### config.mk
export PLATFORM = sky130hd
export DESIGN_NAME = toggle_event_decoder_flat
export DESIGN_NICKNAME = d
export VERILOG_FILES = /design/src/rtl/toggle_event_decoder_if.sv /design/src/rtl/toggle_event_decoder.sv /design/src/flat_wrapper.sv
export SDC_FILE = /design/constraint.sdc
export NUM_CORES = 1
export LEC_CHECK = 0
export CORE_ASPECT_RATIO = 1.5
export CORE_MARGIN = 3
export CORE_UTILIZATION = 50
export DETAILED_ROUTE_END_ITERATION = 8
export MAX_ROUTING_LAYER = met4
export PLACE_DENSITY = 0.88
export RECOVER_POWER = 50
export SLEW_MARGIN = 20
export SYNTH_ARGS = -nofsm -noshare
export SYNTH_HDL_FRONTEND = slang
export SYNTH_SLANG_ARGS = --single-unit
### constraint.sdc
create_clock -name clk -period 2.2 [get_ports clk]
set_input_delay 0.22 -clock clk [delete_from_list [all_inputs] [get_ports clk]]
set_output_delay 0.22 -clock clk [all_outputs]
set_load 0.005 [all_outputs]
### src/rtl/toggle_event_decoder_if.sv
// Purpose : valid/ready event channel between the toggle event decoder and
//           the main state machine.
// Signals : evt_valid  - event presented (producer -> consumer)
//           evt_code   - event code, meaningful while evt_valid
//           evt_ready  - consumer accepts the presented event
interface toggle_event_decoder_if;
    logic       evt_valid;
    logic [2:0] evt_code;
    logic       evt_ready;

    modport master (
        output evt_valid,
        output evt_code,
        input  evt_ready
    );

    modport slave (
        input  evt_valid,
        input  evt_code,
        output evt_ready
    );
endinterface

### src/rtl/toggle_event_decoder.sv
// Purpose : turns the six debounced toggle levels back into discrete events,
//           queues them in per-channel pending flags and hands them out one at
//           a time in fixed priority over a valid/ready channel. Edges that hit
//           an already pending channel are counted as missed.
// Ports   : clk        - system clock
//           reset      - synchronous active-high reset
//           in_toggle  - toggle levels {rst-btn, test, medicina, energia, fot, ultrasonido}
//           evt        - event channel (master side): evt_valid/evt_code out, evt_ready in
//           pending    - registered pending flags, same bit order as in_toggle
//           miss_count - per-channel saturating miss counters, channel i at [i*MISS_W +: MISS_W]
//           miss_clr   - synchronous clear of all miss counters
module toggle_event_decoder #(
    parameter int unsigned MISS_W  = 4,
    parameter logic [5:0]  CH_MASK = 6'b111111
) (
    input  logic                    clk,
    input  logic                    reset,
    input  logic [5:0]              in_toggle,
    toggle_event_decoder_if.master  evt,
    output logic [5:0]              pending,
    output logic [6*MISS_W-1:0]     miss_count,
    input  logic                    miss_clr
);

    localparam int unsigned        NCH      = 6;
    localparam int unsigned        RST_BIT  = 5;
    localparam logic [NCH-1:0]     RST_MASK = 6'b100000;
    localparam logic [MISS_W-1:0]  MISS_MAX = '1;

    logic [NCH-1:0]    r_s1;
    logic [NCH-1:0]    r_s2;
    logic [NCH-1:0]    r_p;
    logic [NCH-1:0]    r_pending;
    logic              r_valid;
    logic [2:0]        r_code;
    logic [MISS_W-1:0] r_miss [NCH];

    logic [NCH-1:0]    w_edge;
    logic              w_load;
    logic              w_found;
    logic [NCH-1:0]    w_sel;
    logic [2:0]        w_sel_code;
    logic              w_flush;
    logic [NCH-1:0]    w_taken;
    logic [NCH-1:0]    w_pend_nxt;
    logic [NCH-1:0]    w_miss_inc;

    // Edge detect, priority select and pending/miss next-state
    always_comb begin
        w_edge     = (r_s2 ^ r_p) & CH_MASK;
        w_load     = (r_pending != '0) && (!r_valid || evt.evt_ready);
        w_found    = 1'b0;
        w_sel      = '0;
        w_sel_code = '0;
        // Highest bit wins; code counts up from 1 as the bit index falls
        for (int i = NCH - 1; i >= 0; i--) begin
            if (r_pending[i] && !w_found) begin
                w_found    = 1'b1;
                w_sel[i]   = 1'b1;
                w_sel_code = 3'(NCH - i);
            end
        end
        w_flush = w_load && w_sel[RST_BIT];
        w_taken = w_load ? w_sel : '0;
        // A reset-button load discards every other queued and arriving event
        if (w_flush) begin
            w_pend_nxt = w_edge & RST_MASK;
        end else begin
            w_pend_nxt = (r_pending & ~w_taken) | w_edge;
        end
        w_pend_nxt = w_pend_nxt & CH_MASK;
        // An edge on the channel being loaded is a fresh event, not a miss
        w_miss_inc = w_flush ? '0 : (w_edge & r_pending & ~w_taken);
    end

    // Sync chain tracks the inputs even in reset so no stale edge survives it
    always_ff @(posedge clk) begin
        r_s1 <= in_toggle;
        r_s2 <= r_s1;
        r_p  <= r_s2;
    end

    // Pending flags and output register
    always_ff @(posedge clk) begin
        if (reset) begin
            r_pending <= '0;
            r_valid   <= 1'b0;
            r_code    <= '0;
        end else begin
            r_pending <= w_pend_nxt;
            if (w_load) begin
                r_valid <= 1'b1;
                r_code  <= w_sel_code;
            end else if (!r_valid || evt.evt_ready) begin
                r_valid <= 1'b0;
            end
        end
    end

    // Saturating miss counters; clear beats a same-edge increment
    always_ff @(posedge clk) begin
        for (int i = 0; i < NCH; i++) begin
            if (reset || miss_clr) begin
                r_miss[i] <= '0;
            end else if (w_miss_inc[i] && (r_miss[i] != MISS_MAX)) begin
                r_miss[i] <= r_miss[i] + MISS_W'(1);
            end
        end
    end

    assign pending       = r_pending;
    assign evt.evt_valid = r_valid;
    assign evt.evt_code  = r_code;

    for (genvar g = 0; g < NCH; g++) begin : g_miss
        assign miss_count[g*MISS_W +: MISS_W] = r_miss[g];
    end

endmodule
### src/flat_wrapper.sv
// flat-port wrapper written by rule: the top's interface ports become plain ports
module toggle_event_decoder_flat 
#(
    parameter int unsigned MISS_W  = 4,
    parameter logic [5:0]  CH_MASK = 6'b111111
)
  (clk, reset, in_toggle, pending, miss_count, miss_clr, evt_evt_valid, evt_evt_code, evt_evt_ready);
  toggle_event_decoder_if evt_i ();
  input  logic clk;
  input  logic reset;
  input  logic [5:0] in_toggle;
  output logic [5:0] pending;
  output logic [6*MISS_W-1:0] miss_count;
  input  logic miss_clr;
  output wire logic [$bits(evt_i.evt_valid)-1:0] evt_evt_valid;
  output wire logic [$bits(evt_i.evt_code)-1:0] evt_evt_code;
  input wire logic [$bits(evt_i.evt_ready)-1:0] evt_evt_ready;
  assign evt_evt_valid = evt_i.evt_valid;
  assign evt_evt_code = evt_i.evt_code;
  assign evt_i.evt_ready = evt_evt_ready;
  toggle_event_decoder #(.MISS_W(MISS_W), .CH_MASK(CH_MASK)) u_core (.clk(clk), .reset(reset), .in_toggle(in_toggle), .evt(evt_i), .pending(pending), .miss_count(miss_count), .miss_clr(miss_clr));
endmodule
Word-level counts from Yosys, hierarchy flattened
Memory sizes are Yosys's and may differ from the RTL's.
Cells that the tools add are included.

word-level totals
  register bits after elaboration = 28
  memory bits (writable) = 24
  input port bits = 10
  output and inout bits = 34
  word-level logic and storage cells = 103
  memories = 1

cells by class
  $add $sub $neg = 6
  equal/unequal tests = 6
  mux-type cells = 47
  bitwise logic cells = 12
  reduce and logical (&&, ||, !) cells = 24

memory list
  name           words  width  rd ports  clocked after Yosys merged registers in  wr ports  line                        source
  u_core.r_miss  6      4      6         0                                        6         toggle_event_decoder.sv:36  logic [MISS_W-1:0] r_miss [NCH];

operators by type and width
  cell                   count
  $mux W1                33
  $add A4 B1 Y4 const B  6
  $mux W4                6
  $ne A4 B4 Y1 const B   6
  $and A6 B6 Y6          3
  $mux W6                3
  $mux W3                5
  $logic_and A1 B1 Y1    13
  $logic_not A1 Y1       6
  $not A6 Y6             1
  $or A1 B1 Y1           6
  $or A6 B6 Y6           1
  $reduce_bool A6 Y1     1
  $xor A6 B6 Y6          1
  $logic_or A1 B1 Y1     2
  $reduce_bool A2 Y1     1
  $reduce_or A2 Y1       1

Depth between registers and ports, before layout
Gate-level depths: netlist of the first run.

  depth in word-level cells = 25
  mapped depth = 5

Worst setup path after synthesis of the first run
Ideal clock, no wire load.

  kind = reg-to-reg
  from = memory u_core.r_miss[0][0]
  to = memory u_core.r_miss[0][0] (enable)
  arrival = 1.269 ns
  data required time = 1.839 ns
  setup slack = 0.570 ns
  stages on the path, launching flop included = 5
  buffers on the path = 0
  cell sequence = edfxtp_1 -> ha_1 -> a31oi_1 -> nand2_1 -> o21ai_0

RTL lines
  element      line
  from (decl)  toggle_event_decoder.sv:36

==> metrics.cfg, run 1 <==
[sta]
finalMaxSlewViolations = 0
finalCritPeriodShare_pct = 81.76
grt_setup_unrepaired = false
holdWs_ns = 0.3314
max_freq_ghz = 0.5559
setup_violations = 0
finalCriticalPeriod_ns = 1.799
slew_headroom_pct = 61.32
tightest_slew_ns = 0.5742
finClkSkew_ns = 0.004970
fin_ws_ns = 0.4013
setup_tns_ns = 0
hold_viol = 0

[final_layout]
fin_cells = 281
drive_gt1_share_pct = 5.932
diodes = 0
nets = 251
syn_to_final_growth_pct = 29.50

[place]
pre_cts_slack_ns = 0.2651
placedCellCount = 273
hpwl_um = 2832
place_congestion = 0.8382
port_buffers = 43

[clock_tree]
cts.repair.resized = 0
cts.sinks = 52
cts_tree = yes
numCtsBuffers = 5
cts_root_buf = clkbuf_8
ctsLongestPathBuffers = 2
clk_latency_ns = 0.30
hold_buffers = 0
htreeDepth = 2
path_clk_slew_ns = 0.09
cts_setup_buffers = 0

[power]
ir_worst_vdd_v = 0.0007345
p_leak_nw = 1.081
power.density_mw_per_mm2 = 783.4

[detailed_routing]
drt_wl_total_um = 3733
dr.pass1.iters = 4
ant_nets = 0
drc = 0
wl_per_cell_um = 13.28
via_count = 1475
vias_per_cell = 5.249
drt_iter0_drc = 46

[setup_path]
crit_required_ns = 2.15
crit_path_start_kind = input pin
path_class = input pin to flop
timing.reg2reg.setup_slack_ns = 0.47
rr_startpoint = u_core.r_miss[1][4]
crit_path_max_incr_delay_ns = 0.59
cp_data_arrival_time_ns = 1.75
cp_num_buf_inv = 1
crit_slowest_cell = dlygate4sd3_1
path_cells = dlygate4sd3_1 -> nor2b_4 -> o211ai_1 -> o21ai_0
cpLargestDelayFamily = compound AO/OA/AOI/OAI gates
critPathMaxFanout = 10
endpoint_kind = flop
rr_worst_depth = 3
regToRegEndpoint = u_core.r_miss[1][4]

[worst_hold_path]
hold_depth = 0
hold_end = u_core.r_s2[0]
hold_start = u_core.r_s1[0]
hp-class = flop to flop

[floorplan]
fp.dieW_um = 58.48
rows = 28
start_util_pct = 52.18
die_h_um = 84.72
io_pins = 44
die_area_sq_mm = 0.004954
core-area_sq_mm = 0.003959

[run]
cap_violations = 0

[synthesis]
avgSynthCellArea_sq_um = 11.05
seq_area_frac_synth_pct = 62.02
syn_nets = 203
synth_top_area_cell = edfxtp_1
synthDistinctLibCells = 29
syn_inst = 187
syn-cell-area_sq_mm = 0.002066
synth_seq_cells = 52
yosys_warnings = 0
synth_top_area_share_pct = 34.89
netlist_top_cells_area = edfxtp_1, dfxtp_1, nor2_1, xor2_1, ha_1

[global_route]
grt_pass1_vias = 1429
antenna_found_initial = 0
grt_max_degree = 17
grt_pass1_wl_um = 6410
grt.total_usage_pct = 17.61
grt_overflow = 0

[run_status]
status = complete, no violations

power by group:
group	internal, W	total [W]	switching, W
Combinational	0.000129	0.000240	0.000111
Clock	0.000431	0.000724	0.000293
Sequential	0.00107	0.00113	0.0000584
cell type report:
class | count | area, sq um
inverters | 8 | 30.03
well taps | 45 | 56.30
repair buffers | 44 | 437.9
multi-input cells | 124 | 725.7
clock buffers | 8 | 143.9
fillers | 297 | 1284
flip-flops and latches | 52 | 1281
synthesized netlist by cell type (all sizes together):
master / n
o31ai: 1
a21oi: 11
nand3: 12
nor2b: 2
ha: 6
nand4: 4
xor2: 10
o21a: 1
nor3b: 1
dfxtp: 28
edfxtp: 24
o21ai: 7
buf: 3
xnor2: 8
inv: 8
o211ai: 1
nor2: 34
nand2: 9
a31oi: 2
or3: 1
nand2b: 3
and3: 2
nor3: 6
or2: 3
cells by family (layout without fill, tap and decap cells):
kind of cell | Yosys count | after routing | share of synthesized area (%)
simple gates | 77 | 77 | 17.81
compound gates | 23 | 23 | 6.299
buf+inv | 11 | 60 | 2.604
fa+ha+maj | 6 | 6 | 3.634
xor+xnor | 18 | 18 | 7.632
flops | 52 | 52 | 62.02
registers in the layout, indices dropped and copies added, names as in the netlist:
register,count
u_core.r_miss,24
u_core.pending,6
u_core.r_p,6
u_core.r_s1,6
u_core.r_s2,6
u_core.evt.evt_code,3
u_core.evt.evt_valid,1
worst reg2reg max path, stage by stage, from the launching register on:
cell and delay, ns:
edfxtp_1 0.44, ha_1 0.25, and3_1 0.20, o21ai_0 0.49
routing by layer:
metal | vias up | GRT usage [%] | part of all wire [%]
met3 | 6 | 4.462 | 4.5
met4 | 0 | 7.806 | 2.0
met1 | 699 | 19.01 | 40
li1 | 736 | - | -
met2 | 34 | 29.60 | 53
met5 | - | - | 0
metrics by stage:
step,util (%),power [W],cell area [sq um]
final,67.57,0.002096,2675
after CTS,67.70,0.002134,2680
after global routing,67.57,0.002195,2675
after floorplan,-,0.001270,2066
after global placement,64.06,0.001401,2536
after detailed placement,64.06,0.001408,2536
layout by cell type, fill, tap and decap left out, drive strengths merged, types with 3 or more instances in the layout:
cell type | Yosys | final
dlygate4sd3 | 0 | 30
xnor2 | 8 | 8
nor2 | 34 | 34
nand3 | 12 | 12
inv | 8 | 8
nand4 | 4 | 4
nand2b | 3 | 3
ha | 6 | 6
clkdlybuf4s50 | 0 | 13
edfxtp | 24 | 24
nand2 | 9 | 9
xor2 | 10 | 10
dfxtp | 28 | 28
clkbuf | 0 | 8
a21oi | 11 | 11
nor3 | 6 | 6
o21ai | 7 | 7
or2 | 3 | 3
worst max path at each step:
| stage | slack, ns | end | depth (start not counted) | startpoint |
|---|---|---|---|---|
| after floorplan | 0.57 | u_core.r_miss[0][0] | 4 | u_core.r_miss[0][0] |
| after global placement | 0.35 | u_core.r_miss[1][5] | 4 | evt_evt_ready |
| after detailed placement | 0.27 | u_core.r_miss[1][7] | 4 | evt_evt_ready |
| after CTS | 0.49 | u_core.r_miss[1][4] | 3 | u_core.r_miss[1][4] |
| after global routing | 0.32 | u_core.r_miss[1][4] | 4 | evt_evt_ready |
| final | 0.40 | u_core.r_miss[1][4] | 4 | evt_evt_ready |
(Power assumes the default switching activity.)
==> inputs of run 2 (changes only) <==
CORE_UTILIZATION = 45   (was 50)
PLACE_DENSITY = 0.84   (was 0.88)
clock period = 1.45 ns   (was 2.2 ns; I/O delays follow)
==> metrics.cfg, run 2 (synthesized netlist as in run 1, its figures left out) <==
[power]
p_sw_w = 0.0007745
internal_power_w = 0.002778
power_w = 0.003553
combPwrFrac_pct = 14.8
power.density_mw_per_mm2 = 1160
seqPwrFrac_pct = 47.8
p_leak_nw = 1.347
pwr-share-clk_pct = 37.4
ir_worst_vdd_v = 0.0008023
p_sw_share_pct = 21.80

[detailed_routing]
dr.pass1.iters = 4
ant_nets = 0
wl_per_cell_um = 14.27
drc = 0
drt_wl_total_um = 4551
drt_iter0_drc = 60
via_count = 1654
vias_per_cell = 5.185

[final_layout]
syn_to_final_growth_pct = 48.21
largest_register_ffs = 24
register_area_sq_mm = 0.001282
regMostFlops = u_core.r_miss
utilization_pct = 70.91
layout.cells.most_common = nor2_1
nets = 288
diodes = 0
drive_gt1_share_pct = 23.08
final_cell_mix = nor2_1, buf_4, dfxtp_1
multi_input_area_sq_um = 813.3
n_fill_cell = 321

[sta]
finClkSkew_ns = 0.01410
finalMaxSlewViolations = 0
slew_headroom_pct = 66.40
max_freq_ghz = 0.7003
tightest_slew_ns = 0.5034
finalCritPeriodShare_pct = 98.48
grt_setup_unrepaired = true
setup_violations = 0
finalCriticalPeriod_ns = 1.428
hold_viol = 0

[setup_path]
rr_startpoint = u_core.r_miss[0][0]
crit_required_ns = 1.45
critPathMaxFanout = 4
path_cells = ha_4 -> a31oi_4 -> nand2_2 -> o21ai_4
crit_path_max_incr_delay_ns = 0.45
endpoint_kind = flop
cp_data_arrival_time_ns = 1.43
crit_path_start_kind = flop
crit_slowest_cell = edfxtp_1
path_class = flop to flop
rr_worst_depth = 4
timing.reg2reg.setup_slack_ns = 0.02
regToRegEndpoint = u_core.r_miss[0][1]

[place]
hpwl_um = 3271
port_buffers = 43
place_congestion = 0.8781

[floorplan]
fp.dieW_um = 61.32
io_pins = 44
die_area_sq_mm = 0.005456
die_h_um = 88.98
start_util_pct = 47.84
rows = 29
core-area_sq_mm = 0.004318

[clock_tree]
numCtsBuffers = 5
cts_root_buf = clkbuf_8
path_clk_slew_ns = 0.08
cts_tree = yes
cts.sinks = 52
clk_latency_ns = 0.31
htreeDepth = 2
ctsLongestPathBuffers = 2

[global_route]
grt_pass1_vias = 1633
grt_pass1_wl_um = 7182
grt_overflow = 0
grt.total_usage_pct = 18.53
grt_max_degree = 17
antenna_found_initial = 0

[run]
cap_violations = 0

[worst_hold_path]
hold_end = u_core.r_s2[1]
hold_start = u_core.r_s1[1]
hp-class = flop to flop
hold_depth = 0

[run_status]
status = complete, no violations

## run 2: worst max-delay path: cells and delay by family, from the launching register on
family                     cells  cell delay (ns)
AOI/OAI and AO/OA              2             0.38
adders and majority gates      1             0.20
DFF                            1             0.45
and+or+nand+nor                1             0.09
## run 2: what timing repair did
| item | CTS | global route |
|---|---|---|
| setup buffers | 5 | 11 |
| resized for setup | 24 | 21 |
| hold buffers | 0 | 0 |
| pin swaps | 3 | 8 |
| setup endpoints to repair | 24 | 39 |
## run 2: final cells by class
type                            count  share of cell area (%)
Inverter                            8                  0.9808
Timing Repair Buffer               81                   23.50
Tap cell                           46                   1.880
Clock inverter                      3                   2.942
Clock buffer                        5                   2.248
Multi-Input combinational cell    124                   26.56
Sequential cell                    52                   41.89
## run 2: through the flow
stage / hold slack [ns] / instances / instance area, sq um / setup WS [ns] / TNS [ns]
2_1_floorplan: 0.1727 / 187 / 2069 / 0.01004 / 0
3_3_place_gp: 0.3099 / 295 / 2699 / -0.2346 / -8.275
3_5_place_dp: 0.3135 / 295 / 2699 / -0.2659 / -9.485
4_1_cts: 0.2716 / 308 / 2940 / -0.007586 / -0.02917
5_1_grt: 0.3410 / 319 / 3062 / -0.09999 / -0.9815
6_report: 0.3325 / 319 / 3062 / 0.02209 / 0
## run 2: how the worst max path moves through the flow
stage	start	end	slack (ns)
after detailed placement	reset	u_core.r_miss[0][4]	-0.27
after global routing	u_core.r_miss[0][0]	u_core.r_miss[0][0]	-0.1
final	u_core.r_miss[0][0]	u_core.r_miss[0][1]	0.02
after floorplan	u_core.r_miss[1][4]	u_core.r_miss[1][7]	0.01
after CTS	u_core.r_miss[0][4]	u_core.r_miss[0][4]	-0.008
after global placement	reset	u_core.r_miss[0][7]	-0.23
## run 2: metal layers
layer  global-route usage (%)  vias up  part of all wire [%]
li1                         -      811                     -
met3                    4.624       12                   4.8
met2                    31.98       53                    54
met1                    18.85      778                    39
met5                        -        -                     0
met4                    9.270        0                   2.6
## run 2: power groups by stage
stage               combinational [W]  sequential [W]  clock (W)
finish                       0.000525         0.00170    0.00133
global placement             0.000456         0.00173          0
detailed placement           0.000467         0.00174          0
CTS                          0.000509         0.00170    0.00134
global route                 0.000587         0.00171    0.00141
floorplan                    0.000196         0.00173          0
